--- src/rtl/stage_rr_arbiter_if.sv ---
// Handshake bundle between N_REQ producers, the round-robin arbiter and the shared stage.
// The arbiter uses the slave view; whatever drives producers and the shared stage uses master.
interface stage_rr_arbiter_if #(
   parameter int N_REQ = 4,
   parameter int WIDTH = 5,
   parameter int ID_W  = 2
);
   logic [N_REQ-1:0]       req_valid;
   logic [N_REQ-1:0]       req_ready;
   logic [N_REQ*WIDTH-1:0] req_num;
   logic                   out_valid;
   logic                   out_ready;
   logic [WIDTH-1:0]       out_num;
   logic [ID_W-1:0]        out_id;

   modport slave (
      input  req_valid,
      input  req_num,
      input  out_ready,
      output req_ready,
      output out_valid,
      output out_num,
      output out_id
   );

   modport master (
      output req_valid,
      output req_num,
      output out_ready,
      input  req_ready,
      input  out_valid,
      input  out_num,
      input  out_id
   );
endinterface

--- src/rtl/stage_rr_arbiter.sv ---
// Round-robin arbiter sharing one downstream pipeline stage among N_REQ producers.
// The winning number and its source index sit in a single-entry registered output buffer.
module stage_rr_arbiter #(
   parameter int N_REQ = 4,
   parameter int WIDTH = 5,
   parameter int ID_W  = 2
) (
   input  logic              clk,
   input  logic              reset,
   stage_rr_arbiter_if.slave bus
);
   logic [ID_W-1:0]    ptr;
   logic [ID_W-1:0]    ptr_next;
   logic [ID_W-1:0]    grant_idx;
   logic [ID_W:0]      sum_idx;
   logic               grant_found;
   logic               load_en;
   logic               transfer;
   logic [2*N_REQ-1:0] valid_rot;
   logic [N_REQ-1:0]   ready_vec;
   logic [WIDTH-1:0]   grant_num;
   logic               out_valid_q;
   logic [WIDTH-1:0]   out_num_q;
   logic [ID_W-1:0]    out_id_q;

   assign load_en = !out_valid_q || bus.out_ready;

   // Rotating the doubled valid vector by ptr makes bit k mean requester (ptr+k) mod N_REQ.
   always_comb begin
      valid_rot   = {bus.req_valid, bus.req_valid} >> ptr;
      grant_found = 1'b0;
      grant_idx   = '0;
      sum_idx     = '0;
      for (int k = 0; k < N_REQ; k++) begin
         if (!grant_found && valid_rot[k]) begin
            grant_found = 1'b1;
            sum_idx     = {1'b0, ptr} + (ID_W+1)'(k);
            if (sum_idx >= (ID_W+1)'(N_REQ)) begin
               sum_idx = sum_idx - (ID_W+1)'(N_REQ);
            end
            grant_idx = sum_idx[ID_W-1:0];
         end
      end
   end

   always_comb begin
      ready_vec = '0;
      if (!reset && load_en && grant_found) begin
         ready_vec[grant_idx] = 1'b1;
      end
   end

   always_comb begin
      grant_num = '0;
      for (int k = 0; k < N_REQ; k++) begin
         if (grant_idx == ID_W'(k)) begin
            grant_num = bus.req_num[k*WIDTH +: WIDTH];
         end
      end
   end

   assign transfer = |(bus.req_valid & ready_vec);
   assign ptr_next = (grant_idx == ID_W'(N_REQ-1)) ? '0 : grant_idx + 1'b1;

   always_ff @(posedge clk) begin
      if (reset) begin
         out_valid_q <= 1'b0;
         out_num_q   <= '0;
         out_id_q    <= '0;
         ptr         <= '0;
      end else if (transfer) begin
         out_valid_q <= 1'b1;
         out_num_q   <= grant_num;
         out_id_q    <= grant_idx;
         ptr         <= ptr_next;
      end else if (bus.out_ready) begin
         out_valid_q <= 1'b0;
      end
   end

   assign bus.req_ready = ready_vec;
   assign bus.out_valid = out_valid_q;
   assign bus.out_num   = out_num_q;
   assign bus.out_id    = out_id_q;
endmodule

--- src/flat_wrapper.sv ---
// flat-port wrapper written by rule: the top's interface ports become plain ports
module stage_rr_arbiter_flat 
#(
   parameter int N_REQ = 4,
   parameter int WIDTH = 5,
   parameter int ID_W  = 2
)
  (clk, reset, bus_req_valid, bus_req_num, bus_out_ready, bus_req_ready, bus_out_valid, bus_out_num, bus_out_id);
  stage_rr_arbiter_if #(.N_REQ(N_REQ), .WIDTH(WIDTH), .ID_W(ID_W)) bus_i ();
  input  logic clk;
  input  logic reset;
  input wire logic [$bits(bus_i.req_valid)-1:0] bus_req_valid;
  input wire logic [$bits(bus_i.req_num)-1:0] bus_req_num;
  input wire logic [$bits(bus_i.out_ready)-1:0] bus_out_ready;
  output wire logic [$bits(bus_i.req_ready)-1:0] bus_req_ready;
  output wire logic [$bits(bus_i.out_valid)-1:0] bus_out_valid;
  output wire logic [$bits(bus_i.out_num)-1:0] bus_out_num;
  output wire logic [$bits(bus_i.out_id)-1:0] bus_out_id;
  assign bus_i.req_valid = bus_req_valid;
  assign bus_i.req_num = bus_req_num;
  assign bus_i.out_ready = bus_out_ready;
  assign bus_req_ready = bus_i.req_ready;
  assign bus_out_valid = bus_i.out_valid;
  assign bus_out_num = bus_i.out_num;
  assign bus_out_id = bus_i.out_id;
  stage_rr_arbiter #(.N_REQ(N_REQ), .WIDTH(WIDTH), .ID_W(ID_W)) u_core (.clk(clk), .reset(reset), .bus(bus_i));
endmodule
--- config.mk ---
export PLATFORM = sky130hd
export DESIGN_NAME = stage_rr_arbiter_flat
export DESIGN_NICKNAME = d
export VERILOG_FILES = /design/src/rtl/stage_rr_arbiter_if.sv /design/src/rtl/stage_rr_arbiter.sv /design/src/flat_wrapper.sv
export SDC_FILE = /design/constraint.sdc
export NUM_CORES = 1
export LEC_CHECK = 0
export ABC_AREA = 1
export BUFFER_PORTS_ARGS = -buffer_cell sky130_fd_sc_hd__buf_2
export CORE_UTILIZATION = 47
export CTS_CLUSTER_SIZE = 30
export DETAILED_ROUTE_END_ITERATION = 8
export PLACE_DENSITY = 0.75
export SYNTH_ARGS = -nofsm -noshare
export SYNTH_HDL_FRONTEND = slang
export SYNTH_SLANG_ARGS = --single-unit
--- constraint.sdc ---
create_clock -name clk -period 2.8 [get_ports clk]
set_clock_uncertainty 0.15 [all_clocks]
set_input_delay 0.14 -clock clk [delete_from_list [all_inputs] [get_ports clk]]
set_output_delay 0.14 -clock clk [all_outputs]
set_load 0.05 [all_outputs]
Yosys cells after proc, flatten, opt, wreduce, memory -nomap -nowiden

Index checks and enable logic that the tools add are counted.

Output and inout bits: 12
Bits in registers: 10
Latch bits: 0
Memories: 0
Word-level logic and storage cells: 60
Bits in read-only memories: 0
Input bits: 27
RAM bits: 0

Order comparisons: 6
Multiply operators: 0
Bitwise logic cells: 1
Reductions and logical operators: 15
Eq/ne operators: 3
Muxes and demuxes: 22
Shift operators: 1
Add/sub/neg operators: 8
Div/mod/pow operators: 0

Operator list:

| operator            | count |
|---|---|
| $mux 5              | 4 |
| $mux 2              | 9 |
| $ge 3x3->1 const B  | 3 |
| $shr 8x2->4         | 1 |
| $sub 2x1->2 const B | 4 |
| $mux 1              | 7 |
| $add 2x2->3 const B | 2 |
| $logic_and 1x1->1   | 6 |
| $logic_not 1->1     | 5 |
| $and 4x4->4         | 1 |
| $eq 2x2->1 const B  | 2 |
| $mux 4              | 1 |
| $reduce_or 4->1     | 1 |
| $add 2x1->3 const B | 1 |
| $ge 2x3->1 const B  | 1 |
| $lt 2x3->1 const B  | 1 |
| $add 2x1->2 const B | 1 |
| $demux 1 s2         | 1 |
| $eq 2x1->1 const B  | 1 |
| $ge 2x1->1 const B  | 1 |
| $logic_not 2->1     | 1 |
| $reduce_bool 2->1   | 1 |
| $logic_or 1x1->1    | 1 |

Longest topological paths before layout

Depth after elaboration: 19
Depth in mapped cells: 21
Gate-level depth less buffers: 20

Least setup slack after synthesis

No wires, ideal clock.

Kind: register to output
Start: reg u_core.ptr[0]
End: out bus_req_ready[3]
Slack: 144 ps
Cell stages (with the launch flop): 18
Required time: 2,510 ps
Arrival time: 2,366 ps
Cells stage by stage: dfxtp_1 -> buf_6 -> inv_4 -> nand2_2 -> nand2_2 -> nand2_2 -> nand2_2 -> inv_2 -> nand2_1 -> nor2_2 -> nand3_1 -> nand4_1 -> nand2_1 -> inv_1 -> ha_1 -> clkbuf_1 -> inv_1 -> nor2_1

Cells in the longest elaborated chain, start to end: 16
Elaborated cells on any way between the ends: 37
Classes of those cells: 7 x add/sub; 6 x order compare; 1 x shift; 15 x mux; 8 x reduce/logical

RTL lines:

| what                                                                 | RTL line               | source |
|---|---|---|
| from (decl)                                                          | stage_rr_arbiter.sv:12 | `logic [ID_W-1:0] ptr;` |
| from (signal assigned)                                               | stage_rr_arbiter.sv:75 | `ptr <= ptr_next;` |
| parallel branches: the longest is 10 deep, another holds $add 2x1->3 | --                     |  |
| $mux 2 *                                                             | stage_rr_arbiter.sv:35 | `if (!grant_found && valid_rot[k]) begin` |
| named net u_core.grant_idx[1]                                        | stage_rr_arbiter.sv:14 | `logic [ID_W-1:0] grant_idx;` |
| $lt 2x3->1 (implied by the code) or $ge 2x1->1 (tied branches)       | stage_rr_arbiter.sv:49 | `ready_vec[grant_idx] = 1'b1;` |
| $logic_and 1x1->1 (implied by the code)                              | stage_rr_arbiter.sv:49 |  |
| $mux 1 (implied by the code)                                         | stage_rr_arbiter.sv:49 |  |
| $demux 1 s2 *                                                        | --                     |  |
| $mux 4 *                                                             | stage_rr_arbiter.sv:48 | `if (!reset && load_en && grant_found) begin` |
| to (decl)                                                            | flat_wrapper.sv:15     | `output wire logic [$bits(bus_i.req_ready)-1:0] bus_req_ready;` |

Mark *: on every way through the listed nets, which the timed path passes.

Final worst setup path

Start: reg u_core.ptr[0]
End: out bus_req_ready[0]

Cells in the longest elaborated chain, start to end: 16
Elaborated cells on any way between the ends: 37
Classes of those cells: 7 x add/sub; 6 x order compare; 1 x shift; 15 x mux; 8 x reduce/logical

RTL lines:

| what                                                                 | RTL line |
|---|---|
| parallel branches: the longest is 15 deep, another holds $add 2x1->3 | -- |
| $mux 4 *                                                             | stage_rr_arbiter.sv:48 |

Every way passes the cells marked *.

==> run metrics <==
outcome complete, no violations; setup_tns 0 ns; P&R area growth vs syn 30.4%; final non-filler cell total 210; Worst Path Required between 2 and 3 ns; Reg2Reg Setup Slack around 0.23 ns; post-synthesis mux area share 0%; Yosys warning total 0; Avg WL per Cell around 11 um; gr usage total about 23%; TritonCTS buffer count 3; Clock Latency Late Sink around 0.26 ns; arrival time at the worst endpoint 2.36 ns; fillers 169; top cells by count, synth nand2_1 (28), nor2_1 (15), nand3_1 (13); Synth area leader dfxtp_1; First-pass DRT Iterations 4; Post-Syn Area roughly 920 um2; worst hold path class in2reg; minimum clock period about 2.6 ns; syn_area_per_cell between 6 and 7 um2; CTS tree done; Final Instance Area around 0.0012 mm2; CTS Buffer Depth 2; DRC Markers 0; remaining global-route overflow 0; GP Congestion 0.886; Multi-input gate area about 640 um2; Post-Synthesis Cells approximately 140; clk sinks 10; Inserted Diodes 0; via/cell ratio 5.14; Die Span Y 46.2 um; post-synthesis cell type count 24; total core area between 0.0015 and 0.002 mm2; Reg area 205 um2; Routed WL between 2 and 2.5 mm; largest cells by area after synthesis dfxtp_1 (22%), nand2_1 (11%), nand3_1 (7.1%); max-slew violations 0; H-tree level count 1; antenna violations before repair 0; Final setup viols 0; Detailed Place HPWL roughly 1.8 mm; Synth Area in Adders about 5.5%; global-route wire length before repair 3.62 mm; Post-DP Area ~0.0011 mm2; RSZ-0062 raised after global routing false; actual slew at the worst max-slew pin around 0.4 ns; num ports 39; clk root buf clkbuf_4; xor-xnor portion of the synthesized cell area less than 1%; share of flip-flops with an asynchronous set or reset 0%; row cnt 15; fin nets 218; CP startpoint kind flop; Die Wd around 46 um; Post-CTS Setup Inserts 0; largest family of logic cells by synthesized area simple AND/OR/NAND/NOR gates; Via Count 1,079; largest net degree at the start of global routing 12; sequential element share of the synthesized area between 20% and 30%; period utilisation layout 94.5%; Post-synth EDFFs 0; layout cell share with drive strength beyond 1 about 39%; Compound-Gate Fraction of Synth Area between 10% and 20%; flops & latches, synth 10; full die area between 0.002 and 0.0025 mm2; post-synthesis simple-gate area fraction between 40% and 50%; CP Capture Type primary output; placed insts about 200; port bufs 38; Setup CP Type reg2out; final hold vios 0; max_slew headroom between 70 and 80%; cell with the most instances after synthesis nand2_1; Primary FF master, synth dfxtp_1; Syn Nets between 150 and 200; Clk pin slew, worst setup/hold paths around 0.07 ns; number of global-route vias before repair around 890; Initial Util between 50% and 60%; CP Max Fanout 8; f_max about 380 MHz; First DRT Iteration DRCs 24; Max Cap Violations 0; Synth top area share 21.8%; DRT antenna net count 0
worst paths after layout:
kind | startpoint | endpoint | cells after the start
setup / recovery | u_core.ptr[0] | bus_req_ready[0] | 14
hold / removal | bus_req_num[19] | u_core.bus.out_num[4] | 5
setup reg to reg | u_core.ptr[0] | u_core.bus.out_id[1] | 18
hold reg to reg | u_core.bus.out_valid | u_core.bus.out_valid | 2
worst max-delay path, cell delays in order (launching register included):
cell and delay [ns]:
dfxtp_4 0.40, inv_4 0.07, nand2_2 0.07, nand2_2 0.06
nand2_2 0.07, nand2_2 0.06, inv_2 0.08, nand2_1 0.07
nor2_2 0.17, nor2_1 0.09, o21ai_2 0.21, ha_1 0.32
inv_1 0.06, nor2_1 0.10, buf_2 0.27
kinds of logic after synthesis:
logic type,count (synthesis)
and+or+nand+nor,84
buffers and inverters,19
DFF,10
adders and majority gates,4
xor gates and xnor gates,1
AOI/OAI and AO/OA,26
sequential cells by signal, summed over array words and instances, names as in the netlist:
| signal | flops |
|---|---|
| u_core.bus.out_id | 2 |
| u_core.bus.out_num | 5 |
| u_core.bus.out_valid | 1 |
| u_core.ptr | 2 |
per-layer routing:
layer | up-vias | wire length, um | GRT usage, %
met5 | - | 0 | 0
li1 | 566 | - | -
met3 | 0 | 129 | 3.53
met2 | 47 | 1140 | 38.9
met1 | 466 | 1050 | 31.0
met4 | 0 | 0 | 3.53
final cells by class:
type / count / area share, %
Clock buffer: 3 / 1.88
Inverter: 16 / 5.23
Multi-Input combinational cell: 115 / 53.7
Sequential cell: 10 / 17.2
Tap cell: 25 / 2.62
Timing Repair Buffer: 41 / 19.5
what timing repair did:
| action | CTS | global route |
|---|---|---|
| gates resized for setup | 1 | 16 |
| setup endpoints to repair | 5 | 14 |
| pin swaps | 0 | 2 |
| hold buffers | 2 | 0 |
| endpoints found under the hold margin | 2 | 0 |
per-stage QoR:
stage | worst slack (ns) | hold slack (ns) | util [%]
after floorplan | 0.144 | 0.0524 | -
after global placement | 0.0734 | 0.194 | 63.0
after detailed placement | -0.0223 | 0.198 | 63.0
after CTS | 0.0102 | 0.0849 | 65.5
after global routing | 0.00480 | 0.109 | 67.1
final | 0.153 | 0.0787 | 67.1
layout by cell type, fill, tap and decap left out, types with 2 or more instances in the layout:
cell type,netlist,layout
a21oi_1,7,7
buf_2,0,35
buf_6,1,2
clkbuf_4,0,4
dfxtp_1,10,8
dlygate4sd3_1,0,2
ha_2,0,3
inv_1,11,9
inv_2,4,6
nand2_1,28,27
nand2_2,9,10
nand2_4,2,2
nand3_1,13,13
nand4_1,7,7
nor2_1,15,15
nor3_1,7,7
o21ai_0,10,9
o21ai_1,6,7
o21ai_2,2,2
Power is not shown: default switching activity piles up to over one toggle a cycle in this logic, so the estimate is an artifact.
